## src/rtl/tpu_feed_sequencer.sv

```systemverilog
`default_nettype none
// ============================================================================
//  Module   : tpu_feed_sequencer
//  Function : Weight loader and diagonally skewed data streamer for a
//             DEPTH x DEPTH weight-stationary systolic array.
//  Revision : 1.0  initial release
// ============================================================================
module tpu_feed_sequencer #(
    parameter int BIT_WIDTH = 16,
    parameter int DEPTH     = 4
) (
    input  logic                         clk,
    input  logic                         rst,
    input  logic                         start,
    output logic                         busy,
    output logic                         done,
    input  logic [BIT_WIDTH*DEPTH-1:0]   wt_in,
    input  logic                         wt_in_valid,
    output logic                         wt_in_ready,
    input  logic [BIT_WIDTH*DEPTH-1:0]   data_in,
    input  logic                         data_in_valid,
    input  logic                         data_in_last,
    output logic                         data_in_ready,
    output logic                         control,
    output logic [BIT_WIDTH*DEPTH-1:0]   wt_arr,
    output logic [BIT_WIDTH*DEPTH-1:0]   data_arr,
    output logic [15:0]                  vec_count
);

    localparam int DRAIN  = 2*DEPTH-1;
    localparam int WCNT_W = $clog2(DEPTH)+1;
    localparam int DCNT_W = $clog2(DRAIN);
    localparam int VEC_W  = BIT_WIDTH*DEPTH;

    typedef enum logic [2:0] {
        S_IDLE    = 3'd0,
        S_LOAD_WT = 3'd1,
        S_SETTLE  = 3'd2,
        S_STREAM  = 3'd3,
        S_DRAIN   = 3'd4
    } state_t;

    state_t              state_q, state_d;
    logic [WCNT_W-1:0]   wcnt_q, wcnt_d;
    logic [DCNT_W-1:0]   dcnt_q, dcnt_d;
    logic [15:0]         vec_count_q, vec_count_d;
    logic                control_q, control_d;
    logic [VEC_W-1:0]    wt_arr_q, wt_arr_d;
    logic [VEC_W-1:0]    inject;
    logic                wt_hs, data_hs;

    assign busy          = (state_q != S_IDLE);
    assign wt_in_ready   = (state_q == S_LOAD_WT);
    assign data_in_ready = (state_q == S_STREAM);
    assign done          = (state_q == S_DRAIN) && (dcnt_q == DCNT_W'(DRAIN-1));
    assign wt_hs         = wt_in_valid & wt_in_ready;
    assign data_hs       = data_in_valid & data_in_ready;
    assign control       = control_q;
    assign wt_arr        = wt_arr_q;
    assign vec_count     = vec_count_q;

    always_comb begin
        state_d     = state_q;
        wcnt_d      = wcnt_q;
        dcnt_d      = dcnt_q;
        vec_count_d = vec_count_q;
        control_d   = 1'b0;
        wt_arr_d    = wt_arr_q;
        inject      = '0;
        case (state_q)
            S_IDLE: begin
                if (start) begin
                    state_d     = S_LOAD_WT;
                    wcnt_d      = '0;
                    vec_count_d = '0;
                end
            end
            S_LOAD_WT: begin
                if (wt_hs) begin
                    control_d = 1'b1;
                    wt_arr_d  = wt_in;
                    wcnt_d    = wcnt_q + WCNT_W'(1);
                    if (wcnt_q == WCNT_W'(DEPTH-1)) begin
                        state_d = S_SETTLE;
                    end
                end
            end
            S_SETTLE: begin
                wt_arr_d = '0;
                state_d  = S_STREAM;
            end
            S_STREAM: begin
                // Cycles without a handshake inject zeros, which the array ignores
                if (data_hs) begin
                    inject = data_in;
                    if (vec_count_q != 16'hFFFF) begin
                        vec_count_d = vec_count_q + 16'd1;
                    end
                    if (data_in_last) begin
                        state_d = S_DRAIN;
                        dcnt_d  = '0;
                    end
                end
            end
            S_DRAIN: begin
                dcnt_d = dcnt_q + DCNT_W'(1);
                if (dcnt_q == DCNT_W'(DRAIN-1)) begin
                    state_d = S_IDLE;
                end
            end
            default: state_d = S_IDLE;
        endcase
    end

    always_ff @(posedge clk or posedge rst) begin
        if (rst) begin
            state_q     <= S_IDLE;
            wcnt_q      <= '0;
            dcnt_q      <= '0;
            vec_count_q <= '0;
            control_q   <= 1'b0;
            wt_arr_q    <= '0;
        end else begin
            state_q     <= state_d;
            wcnt_q      <= wcnt_d;
            dcnt_q      <= dcnt_d;
            vec_count_q <= vec_count_d;
            control_q   <= control_d;
            wt_arr_q    <= wt_arr_d;
        end
    end

    // Lane i passes through i+1 registers, giving the diagonal wavefront
    generate
        for (genvar i = 0; i < DEPTH; i++) begin : g_lane
            logic [BIT_WIDTH-1:0] skew_q [0:i];
            logic [BIT_WIDTH-1:0] skew_d [0:i];

            always_comb begin
                skew_d[0] = inject[i*BIT_WIDTH +: BIT_WIDTH];
                for (int j = 1; j <= i; j++) begin
                    skew_d[j] = skew_q[j-1];
                end
            end

            always_ff @(posedge clk or posedge rst) begin
                if (rst) begin
                    for (int j = 0; j <= i; j++) begin
                        skew_q[j] <= '0;
                    end
                end else begin
                    skew_q <= skew_d;
                end
            end

            assign data_arr[i*BIT_WIDTH +: BIT_WIDTH] = skew_q[i];
        end
    endgenerate

endmodule
`default_nettype wire

```

## config.mk

```make
export PLATFORM = sky130hd
export DESIGN_NAME = tpu_feed_sequencer
export DESIGN_NICKNAME = d
export VERILOG_FILES = /design/src/rtl/tpu_feed_sequencer.sv
export SDC_FILE = /design/constraint.sdc
export NUM_CORES = 1
export LEC_CHECK = 0
export BUFFER_PORTS_ARGS = -buffer_cell sky130_fd_sc_hd__buf_2
export CAP_MARGIN = 0
export CORE_MARGIN = 3
export CORE_UTILIZATION = 40
export DETAILED_ROUTE_END_ITERATION = 12
export PLACE_DENSITY_LB_ADDON = 0.12
export SYNTH_ARGS = -nofsm -noshare
export SYNTH_HDL_FRONTEND = slang
export SYNTH_SLANG_ARGS = --single-unit
```

## constraint.sdc

```tcl
create_clock -name clk -period 23.8 [get_ports clk]
set_input_delay 3.57 -clock clk [delete_from_list [all_inputs] [get_ports clk]]
set_output_delay 3.57 -clock clk [all_outputs]
set_load 0.1 [all_outputs]
```

==> out/metrics.cfg, run 1 <==
[synth]
avgSynthCellArea_um2 = 14.9
synth_seq_cells = 250
synth_top_area_cell = dfrtp_1
ys_seq_area_share_pct = 76.8
synthTopCellsByCount = dfrtp_1 (250), a22o_1 (68), and3_1 (66)
synth.distinct_cells = 41
ys.flop_type = dfrtp_1
syn_inst = 545
synth_top_area_share_pct = 76.8
synth.area.top_cells = dfrtp_1 (77%), a22o_1 (7.3%), and3_1 (5.1%)
syn_area_um2 = 8140
yosysMostFrequentCell = dfrtp_1
yosysWarnings = 0
synth-async-reset-ratio_pct = 100
synth_edf_count = 0
synth.net_count = 684

[job]
max_cap_viol_count = 0

[floorplan]
start_util_pct = 41.3
row_count = 51
die_w_um = 149
die_h_um = 149
coreArea_um2 = 19700
die_area_um2 = 22100
num_io_pins = 283

[timing]
rsz0062_at_grt = no
clock.fmax_mhz = 161
holdWs_ns = 0.342
finalHoldViolCount = 0
period_minus_slack_ns = 6.22
relSlewSlack_pct = 15.9
tightest_slew_ns = 1.26
fin_crit_sh_pct = 26.1
finalMaxSlewViolations = 0
setup_tns_ns = 0
skew_ns = 0.0107
setup-violations-final = 0

[clock_network]
post_cts_buffers = 0
cts_buffers = 26
cts_tree = built
clockRootBuffer = clkbuf_16
cts_resized = 0
hold_buffers = 0
cts_sinks = 250
clock_latency_ns = 0.51
cts_max_level = 1
path_clk_slew_ns = 0.06
ctsLongestPathBuffers = 3

[setup_path]
cp-start-kind = register
endpoint_kind = primary output
crit_arrival_ns = 2.65
worstPathRequired_ns = 20.23
worst-setup-path-type = register to primary output
cp_max_fo = 71

[cells_and_area]
drive_above_1_share_pct = 39.3
antenna_cells = 0
nNetsFinal = 963
area_growth_pct = 29.9
finish.instance_area_um2 = 10600
n_fill_cell = 1707
multi_input_area_um2 = 1720
regArea_um2 = 6260

[detailed_routing]
ant_nets = 0
drtIter0Drc = 222
firstDrtPassIters = 4
wirelength_mm = 18.9
detail_route.wl_per_cell_um = 17.1
drc_errors = 0
vias = 5467
via_per_inst = 4.96

[power_and_ir_drop]
p_leak_nw = 5.95
switching_share_pct = 49.3
p_sw_mw = 0.839
clkPwrFrac_pct = 22.2
power-per-cell-area_nw_per_um2 = 161
power_frac_seq_pct = 33.0
p_comb_share_pct = 44.8
ir_drop_mv = 0.0695
p_int_mw = 0.863

[grt]
grt_pass1_vias = 5694
grt_pass1_wl_mm = 29.8
grt_max_degree = 101
track_usage_pct = 16.7
grt_antenna_before_repair = 2
overflow = 0

[min_path]
min_path_type = register to register

[placed_design]
place_hpwl_mm = 12.6
placed_area_um2 = 9770
gp_congestion = 0.802
io_buffers = 282

[run_status]
status = completed

==> metal layers <==
layer	share of wire, %	vias to the layer above	GRT usage [%]
met5	0.11	-	0
met4	2.1	4	4.30
met3	10	39	5.67
met2	47	237	26.9
met1	41	2697	21.8
li1	-	2490	-
==> logic make-up after synthesis <==
group,synth area share [%]
DFF,76.8
and+or+nand+nor,9.47
AOI/OAI and AO/OA,10.6
buffers and inverters,2.01
adders and majority gates,0.768
muxes,0.246
xor gates and xnor gates,0.108
==> flip-flops by register name, indices dropped and copies added, names as in the netlist <==
signal and count:
g_lane.skew_d 96, control 1, state_q 3, g_lane.skew_q 16, dcnt_q 3, data_arr 48
wcnt_q 3, vec_count 16, wt_arr 64
==> metrics by stage <==
stage | cells | worst slack [ns] | utilization [%] | power [mW]
after floorplan | 545 | 13.36 | - | 1.20
after CTS | 1103 | 17.56 | 53.6 | 1.72
after global routing | 1103 | 17.38 | 53.6 | 1.77
after global placement | 1061 | 17.75 | 49.6 | 1.32
after detailed placement | 1061 | 17.64 | 49.6 | 1.33
final | 1103 | 17.58 | 53.6 | 1.70
==> layout by cell type (no fill, tap or decap), types with 2 or more instances in the layout <==
| cell | count |
|---|---|
| buf_2 | 282 |
| dfrtp_1 | 250 |
| a22o_1 | 68 |
| and3_1 | 65 |
| clkbuf_16 | 27 |
| o21ai_0 | 18 |
| nand2_1 | 17 |
| nor2_1 | 14 |
| o21ai_1 | 13 |
| nand4_1 | 9 |
| clkbuf_1 | 8 |
| nand3_1 | 7 |
| ha_1 | 5 |
| inv_1 | 4 |
| a31oi_1 | 4 |
| a21oi_1 | 4 |
| clkbuf_8 | 4 |
| clkinv_2 | 3 |
| and2_1 | 3 |
| mux2i_1 | 2 |
| nor3_1 | 2 |
| nand3b_1 | 2 |
| o31ai_1 | 2 |
| or4_1 | 2 |
| buf_4 | 2 |
==> critical path, stage by stage (launching register included) <==
cell and delay, ns:
dfrtp_1 0.66, nand3b_4 0.26, clkinv_2 0.64, buf_2 0.56
==> power by group through the flow <==
| stage | logic [mW] | clock network, mW | registers [mW] |
|---|---|---|---|
| final | 0.763 | 0.377 | 0.562 |
| after global routing | 0.792 | 0.408 | 0.572 |
| after CTS | 0.768 | 0.391 | 0.562 |
| after detailed placement | 0.765 | 0 | 0.569 |
| after global placement | 0.760 | 0 | 0.565 |
| after floorplan | 0.158 | 0 | 1.04 |
==> worst paths after layout <==
kind / startpoint / cells past startpoint / slack (ns) / to
setup / recovery: state_q[0] / 3 / 17.58 / data_in_ready
hold / removal: g_lane[2].skew_d[19] / 0 / 0.34 / g_lane[2].skew_d[3]
setup reg to reg: state_q[0] / 6 / 21.04 / vec_count[11]
hold reg to reg: g_lane[2].skew_d[19] / 0 / 0.34 / g_lane[2].skew_d[3]
max in group asynchronous: rst / 4 / 18.33 / data_arr[36]
min in group asynchronous: rst / 2 / 3.16 / wt_arr[57]
==> cell type report <==
cell class,count,share of cell area (%)
well taps,265,3.14
multi-input cells,255,16.3
repair buffers,284,13.5
clock buffers,39,7.20
inverters,7,0.331
flip-flops and latches,250,59.2
clock inverters,3,0.379
(Power assumes the default switching activity.)
==> run 2: changes to the inputs <==
==> constraint.sdc (replaced) <==
create_clock -name clk -period 6.1 [get_ports clk]
set_input_delay 0.915 -clock clk [delete_from_list [all_inputs] [get_ports clk]]
set_output_delay 0.915 -clock clk [all_outputs]
set_load 0.1 [all_outputs]
==> run 2 against run 1 <==
Against the previous run:
- utilization grew 0.56 points
- largest power group unchanged
- sequential power grew to 3.9 times the previous value
- clock skew shrank 0.0046 ns
- via count grew 1.3%
- worst setup slack lost 15 ns
- final cell count grew 0.73%
- clock power grew to 4.2 times the previous value
==> out/metrics.cfg, run 2 (synthesis results as in run 1) <==
[grt]
grt_pass1_vias = 5718  ; +0.42%
grt_pass1_wl_mm = 30.2  ; +1.2%
overflow = 0  ; unchanged
grt_antenna_before_repair = 5  ; +3
grt_max_degree = 197  ; +95%
track_usage_pct = 16.9  ; +0.27 points

[power_and_ir_drop]
clkPwrFrac_pct = 23.5  ; +1.3 points
p_int_mw = 3.47  ; +300%
power-per-cell-area_nw_per_um2 = 633  ; +290%
p_sw_mw = 3.29  ; +290%
p_leak_nw = 5.99  ; +0.73%
switching_share_pct = 48.7  ; -0.58 points
p_comb_share_pct = 44.2  ; -0.6 points
ir_drop_mv = 0.266  ; +280%
power_frac_seq_pct = 32.3  ; -0.7 points

[floorplan]
die_h_um = 149  ; unchanged
row_count = 51  ; unchanged
coreArea_um2 = 19700  ; unchanged
start_util_pct = 41.3  ; unchanged
die_area_um2 = 22100  ; unchanged
num_io_pins = 283  ; unchanged
die_w_um = 149  ; unchanged

[setup_path]
timing.rr.start = state_q[0]
cp-start-kind = register
rr_worst_depth = 6  ; unchanged
cp_max_fo = 71  ; unchanged
worst-setup-path-type = register to primary output
reg2reg_slack_ns = 3.41  ; -17.63 ns
r2r_end = vec_count[11]
worstPathRequired_ns = 5.18  ; -15.05 ns
crit_arrival_ns = 2.59  ; -0.06 ns
endpoint_kind = primary output

[placed_design]
place_hpwl_mm = 12.7  ; +0.39%
gp_congestion = 0.810  ; +0.95%
numPlacedInstances = 1061  ; unchanged
io_buffers = 282  ; unchanged

[timing]
setup-violations-final = 0  ; unchanged
finalHoldViolCount = 0  ; unchanged
setup_tns_ns = 0  ; unchanged
relSlewSlack_pct = 15.5  ; -0.40 points
skew_ns = 0.00609  ; -0.00457 ns
period_minus_slack_ns = 3.51
finalMaxSlewViolations = 0  ; unchanged
clock.fmax_mhz = 285
tightest_slew_ns = 1.27  ; +0.00602 ns
fin_crit_sh_pct = 57.5
holdWs_ns = 0.342  ; +0.000175 ns
rsz0062_at_grt = no

[cells_and_area]
nNetsFinal = 963  ; unchanged
largest_register_ffs = 96  ; unchanged
drive_above_1_share_pct = 39.9  ; +0.67 points
layout_commonest_cell = buf_2
final_cell_mix = buf_2 (282), dfrtp_1 (250), a22o_1 (68), and3_1 (65), clkbuf_16 (27)
stdcell_count = 1111  ; +0.73%
area_growth_pct = 31.2

[clock_network]
cts_sinks = 250  ; unchanged
cts_buffers = 26  ; unchanged
post_cts_buffers = 0  ; unchanged
path_clk_slew_ns = 0.06  ; about the same
clockRootBuffer = clkbuf_16
ctsLongestPathBuffers = 3  ; unchanged
clock_latency_ns = 0.51  ; about the same
hold_buffers = 0  ; unchanged
cts_resized = 0  ; unchanged
cts_max_level = 1  ; unchanged
cts_tree = built

[detailed_routing]
via_per_inst = 4.98  ; +0.57%
detail_route.wl_per_cell_um = 17.2  ; +0.25%
drtIter0Drc = 272  ; +23%
drc_errors = 0  ; unchanged
vias = 5538  ; +1.3%
ant_nets = 0  ; unchanged
wirelength_mm = 19.1  ; +0.97%
firstDrtPassIters = 4  ; unchanged

[min_path]
holdPathEnd = g_lane[2].skew_d[15]
min_path_type = register to register
holdPathStages = 0  ; unchanged
min-delay-start = g_lane[2].skew_d[31]

[run_status]
status = completed

[job]
max_cap_viol_count = 0  ; unchanged

-- run 2: cell count changes in the layout (fill, tap and decap cells not counted) --
cell | before | now
clkbuf_1 | 8 | 6
buf_12 | 0 | 1
clkinvlp_4 | 0 | 3
inv_8 | 1 | 0
clkinv_2 | 3 | 4
bufinv_16 | 1 | 2
clkbuf_8 | 4 | 8
buf_4 | 2 | 1
diode_2 | 0 | 2
-- run 2: worst max-delay path by stage --
stage / startpoint / to / slack, ns / depth (start not counted)
CTS: state_q[0] / data_in_ready / 2.56 / 3
global route: state_q[0] / data_in_ready / 2.39 / 3
finish: state_q[0] / data_in_ready / 2.59 / 3
global placement: state_q[0] / data_in_ready / 3.18 / 3
detailed placement: state_q[0] / data_in_ready / 3.12 / 3
floorplan: rst / control / 1.90 / 1
-- run 2: worst max-delay path, cell delays in order, from the launching register on --
cell and delay [ns]:
dfrtp_1 0.63, nand3b_4 0.25, clkinv_2 0.63, buf_2 0.56
-- run 2: cell type report --
type / instances / area, um2
clock buffers: 41 / 808
clock inverters: 7 / 90.1
multi-input cells: 255 / 1720
fillers: 1697 / 9030
diodes: 2 / 5.00
inverters: 7 / 31.3
well taps: 265 / 332
flip-flops and latches: 250 / 6260
repair buffers: 284 / 1440
-- run 2: layer usage --
layer / track usage [%] / vias to the layer above / routed length [um]
li1: - / 2507 / -
met4: 4.30 / 6 / 348
met5: 0 / - / 30
met3: 6.37 / 27 / 2050
met2: 28.5 / 253 / 9290
met1: 20.7 / 2745 / 7330
-- run 2: power groups by stage --
stage / clock network, mW / registers, mW / logic (mW)
after global placement: 0 / 2.20 / 2.97
after CTS: 1.64 / 2.18 / 3.01
after detailed placement: 0 / 2.21 / 2.99
after floorplan: 0 / 4.07 / 0.615
final: 1.59 / 2.18 / 2.99
after global routing: 1.72 / 2.23 / 3.11
-- run 2: stage by stage --
stage | area (um2) | util (%) | setup WS [ns] | power (mW)
6_report | 10700 | 54.2 | 2.59 | 6.76
5_1_grt | 10700 | 54.2 | 2.39 | 7.05
4_1_cts | 10700 | 54.2 | 2.56 | 6.83
3_5_place_dp | 9780 | 49.6 | 3.12 | 5.20
3_3_place_gp | 9780 | 49.6 | 3.18 | 5.16
2_1_floorplan | 8150 | - | 1.90 | 4.69
==> run 3: changes to the inputs <==
==> constraint.sdc (replaced) <==
create_clock -name clk -period 2.9 [get_ports clk]
set_input_delay 0.435 -clock clk [delete_from_list [all_inputs] [get_ports clk]]
set_output_delay 0.435 -clock clk [all_outputs]
set_load 0.1 [all_outputs]
==> run 3 against run 2 <==
Against the previous run:
- first-iteration DRC count rose by 0.74%
- final cell count up 0.36%
- highest routed layer unchanged
- die area unchanged
- global-route usage is 0.25 points higher
- largest cell class unchanged
==> out/metrics.cfg, run 3 (synthesis results as in run 1) <==
[cells_and_area]
area_growth_pct = 31.7
drive_above_1_share_pct = 40.6  ; +0.64 points
n_fill_cell = 1676  ; -1.2%
final_cell_mix = buf_2 (282), dfrtp_1 (250), a22o_1 (68), and3_1 (65), clkbuf_16 (27)
stdcell_count = 1115  ; +0.36%
largest_register_ffs = 96  ; unchanged
finish.instance_area_um2 = 10700  ; +0.35%
regArea_um2 = 6260  ; unchanged
nNetsFinal = 970  ; +0.73%
multi_input_area_um2 = 1720  ; unchanged
layout_commonest_cell = buf_2

[grt]
grt_antenna_before_repair = 5  ; unchanged
grt_max_degree = 140  ; -29%
track_usage_pct = 17.2  ; +0.25 points
grt_pass1_wl_mm = 30.4  ; +0.71%
overflow = 0  ; unchanged
grt_pass1_vias = 5626  ; -1.6%

[detailed_routing]
drtIter0Drc = 274  ; +0.74%
detail_route.wl_per_cell_um = 17.5  ; +2.1%
vias = 5545  ; +0.13%
drc_errors = 0  ; unchanged
firstDrtPassIters = 4  ; unchanged
ant_nets = 0  ; unchanged
wirelength_mm = 19.5  ; +2.5%
via_per_inst = 4.97  ; -0.23%

[floorplan]
num_io_pins = 283  ; unchanged
die_h_um = 149  ; unchanged
die_w_um = 149  ; unchanged
coreArea_um2 = 19700  ; unchanged
start_util_pct = 41.3  ; unchanged
row_count = 51  ; unchanged
die_area_um2 = 22100  ; unchanged

[power_and_ir_drop]
finalPower_mw = 14.2  ; +110%
p_sw_mw = 7.00  ; +110%
switching_share_pct = 49.2  ; +0.49 points
p_leak_nw = 6.02  ; +0.47%
p_comb_share_pct = 44.4  ; +0.2 points
ir_drop_mv = 0.589  ; +120%
p_int_mw = 7.23  ; +110%
clkPwrFrac_pct = 23.2  ; -0.3 points
power_frac_seq_pct = 32.3  ; about the same
power-per-cell-area_nw_per_um2 = 1330  ; +110%

[setup_path]
crit_start = state_q[0]
critical_path.max_stage_delay_ns = 0.62  ; about the same
crit_arrival_ns = 2.29  ; -0.30 ns
cp_top_family = buffers and inverters
crit_chain = nand3b_4 -> clkinv_2 -> buf_4 -> buf_2
worst-setup-path-type = register to primary output
timing.rr.start = state_q[0]
cp_max_fo = 29  ; -59%
critPathSlowestCell = dfrtp_1
endpoint_kind = primary output
crit_buf_inv = 3  ; +1
cp-start-kind = register
worstPathRequired_ns = 2.47  ; -2.71 ns

[clock_network]
clockRootBuffer = clkbuf_16
cts_tree = built
cts_max_level = 1  ; unchanged
ctsLongestPathBuffers = 3  ; unchanged
cts_sinks = 250  ; unchanged
post_cts_buffers = 0  ; unchanged
path_clk_slew_ns = 0.06  ; about the same
clock_latency_ns = 0.52  ; about the same
cts_buffers = 27  ; +3.8%

[min_path]
min-delay-start = wt_in[63]
min_path_type = input pin to register

[run_status]
status = completed

[timing]
finalHoldViolCount = 0  ; unchanged
setup-violations-final = 0  ; unchanged
period_minus_slack_ns = 2.72
fin_crit_sh_pct = 93.8
setup_tns_ns = 0  ; unchanged
final.setup.worst_slack_ns = 0.180  ; -2.41 ns
skew_ns = 0.00944  ; +0.00335 ns
finalMaxSlewViolations = 0  ; unchanged
rsz0062_at_grt = no
tightest_slew_ns = 0.738  ; -0.530 ns
clock.fmax_mhz = 368
relSlewSlack_pct = 50.8  ; +35 points

[placed_design]
gp_congestion = 0.824  ; +1.8%
io_buffers = 282  ; unchanged
placed_area_um2 = 9830  ; +0.51%
pre_cts_ws_ns = 0.691  ; -2.43 ns
numPlacedInstances = 1066  ; +0.47%
place_hpwl_mm = 13.0  ; +2.2%

[job]
max_cap_viol_count = 0  ; unchanged

## run 3: cell type report
class,instances,area share (%)
clock inverter,9,0.770
clock buffer,37,7.40
sequential,250,58.4
antenna,2,0.0467
inverter,7,0.292
tap,265,3.09
multi-input combinational,255,16.1
timing repair buffer,290,14.0
## run 3: layer usage
metal | vias up | GRT usage (%) | part of all wire [%]
li1 | 2521 | - | -
met1 | 2736 | 21.3 | 39
met5 | - | 0 | 0.14
met2 | 246 | 28.7 | 48
met4 | 6 | 4.71 | 2.3
met3 | 36 | 6.12 | 10
## run 3: power groups by stage
| stage | sequential, mW | clock, mW | combinational [mW] |
|---|---|---|---|
| 2_1_floorplan | 8.57 | 0 | 1.29 |
| 5_1_grt | 4.69 | 3.58 | 6.56 |
| 3_5_place_dp | 4.66 | 0 | 6.33 |
| 4_1_cts | 4.60 | 3.40 | 6.37 |
| 3_3_place_gp | 4.63 | 0 | 6.27 |
| 6_report | 4.60 | 3.31 | 6.32 |
## run 3: path summary, 6_finish.rpt
check | to | slack [ns] | depth (start not counted)
hold / removal | wt_arr[63] | 0.14 | 2
setup / recovery | data_in_ready | 0.18 | 4
hold reg to reg | data_arr[63] | 0.34 | 0
min in group asynchronous | data_arr[45] | 0.45 | 3
setup reg to reg | vec_count[11] | 0.87 | 6
max in group asynchronous | g_lane[2].skew_d[19] | 1.42 | 4
## run 3: stage by stage
stage	util, %	hold slack (ns)
global placement	49.9	0.331
CTS	54.3	0.115
finish	54.4	0.140
detailed placement	49.9	0.335
global route	54.4	0.114
floorplan	-	0.331
## run 3: timing repair
| action | CTS | global route |
|---|---|---|
| gates resized for setup | 0 | 0 |
| hold endpoints to repair | 11 | 0 |
| hold buffers | 1 | 0 |
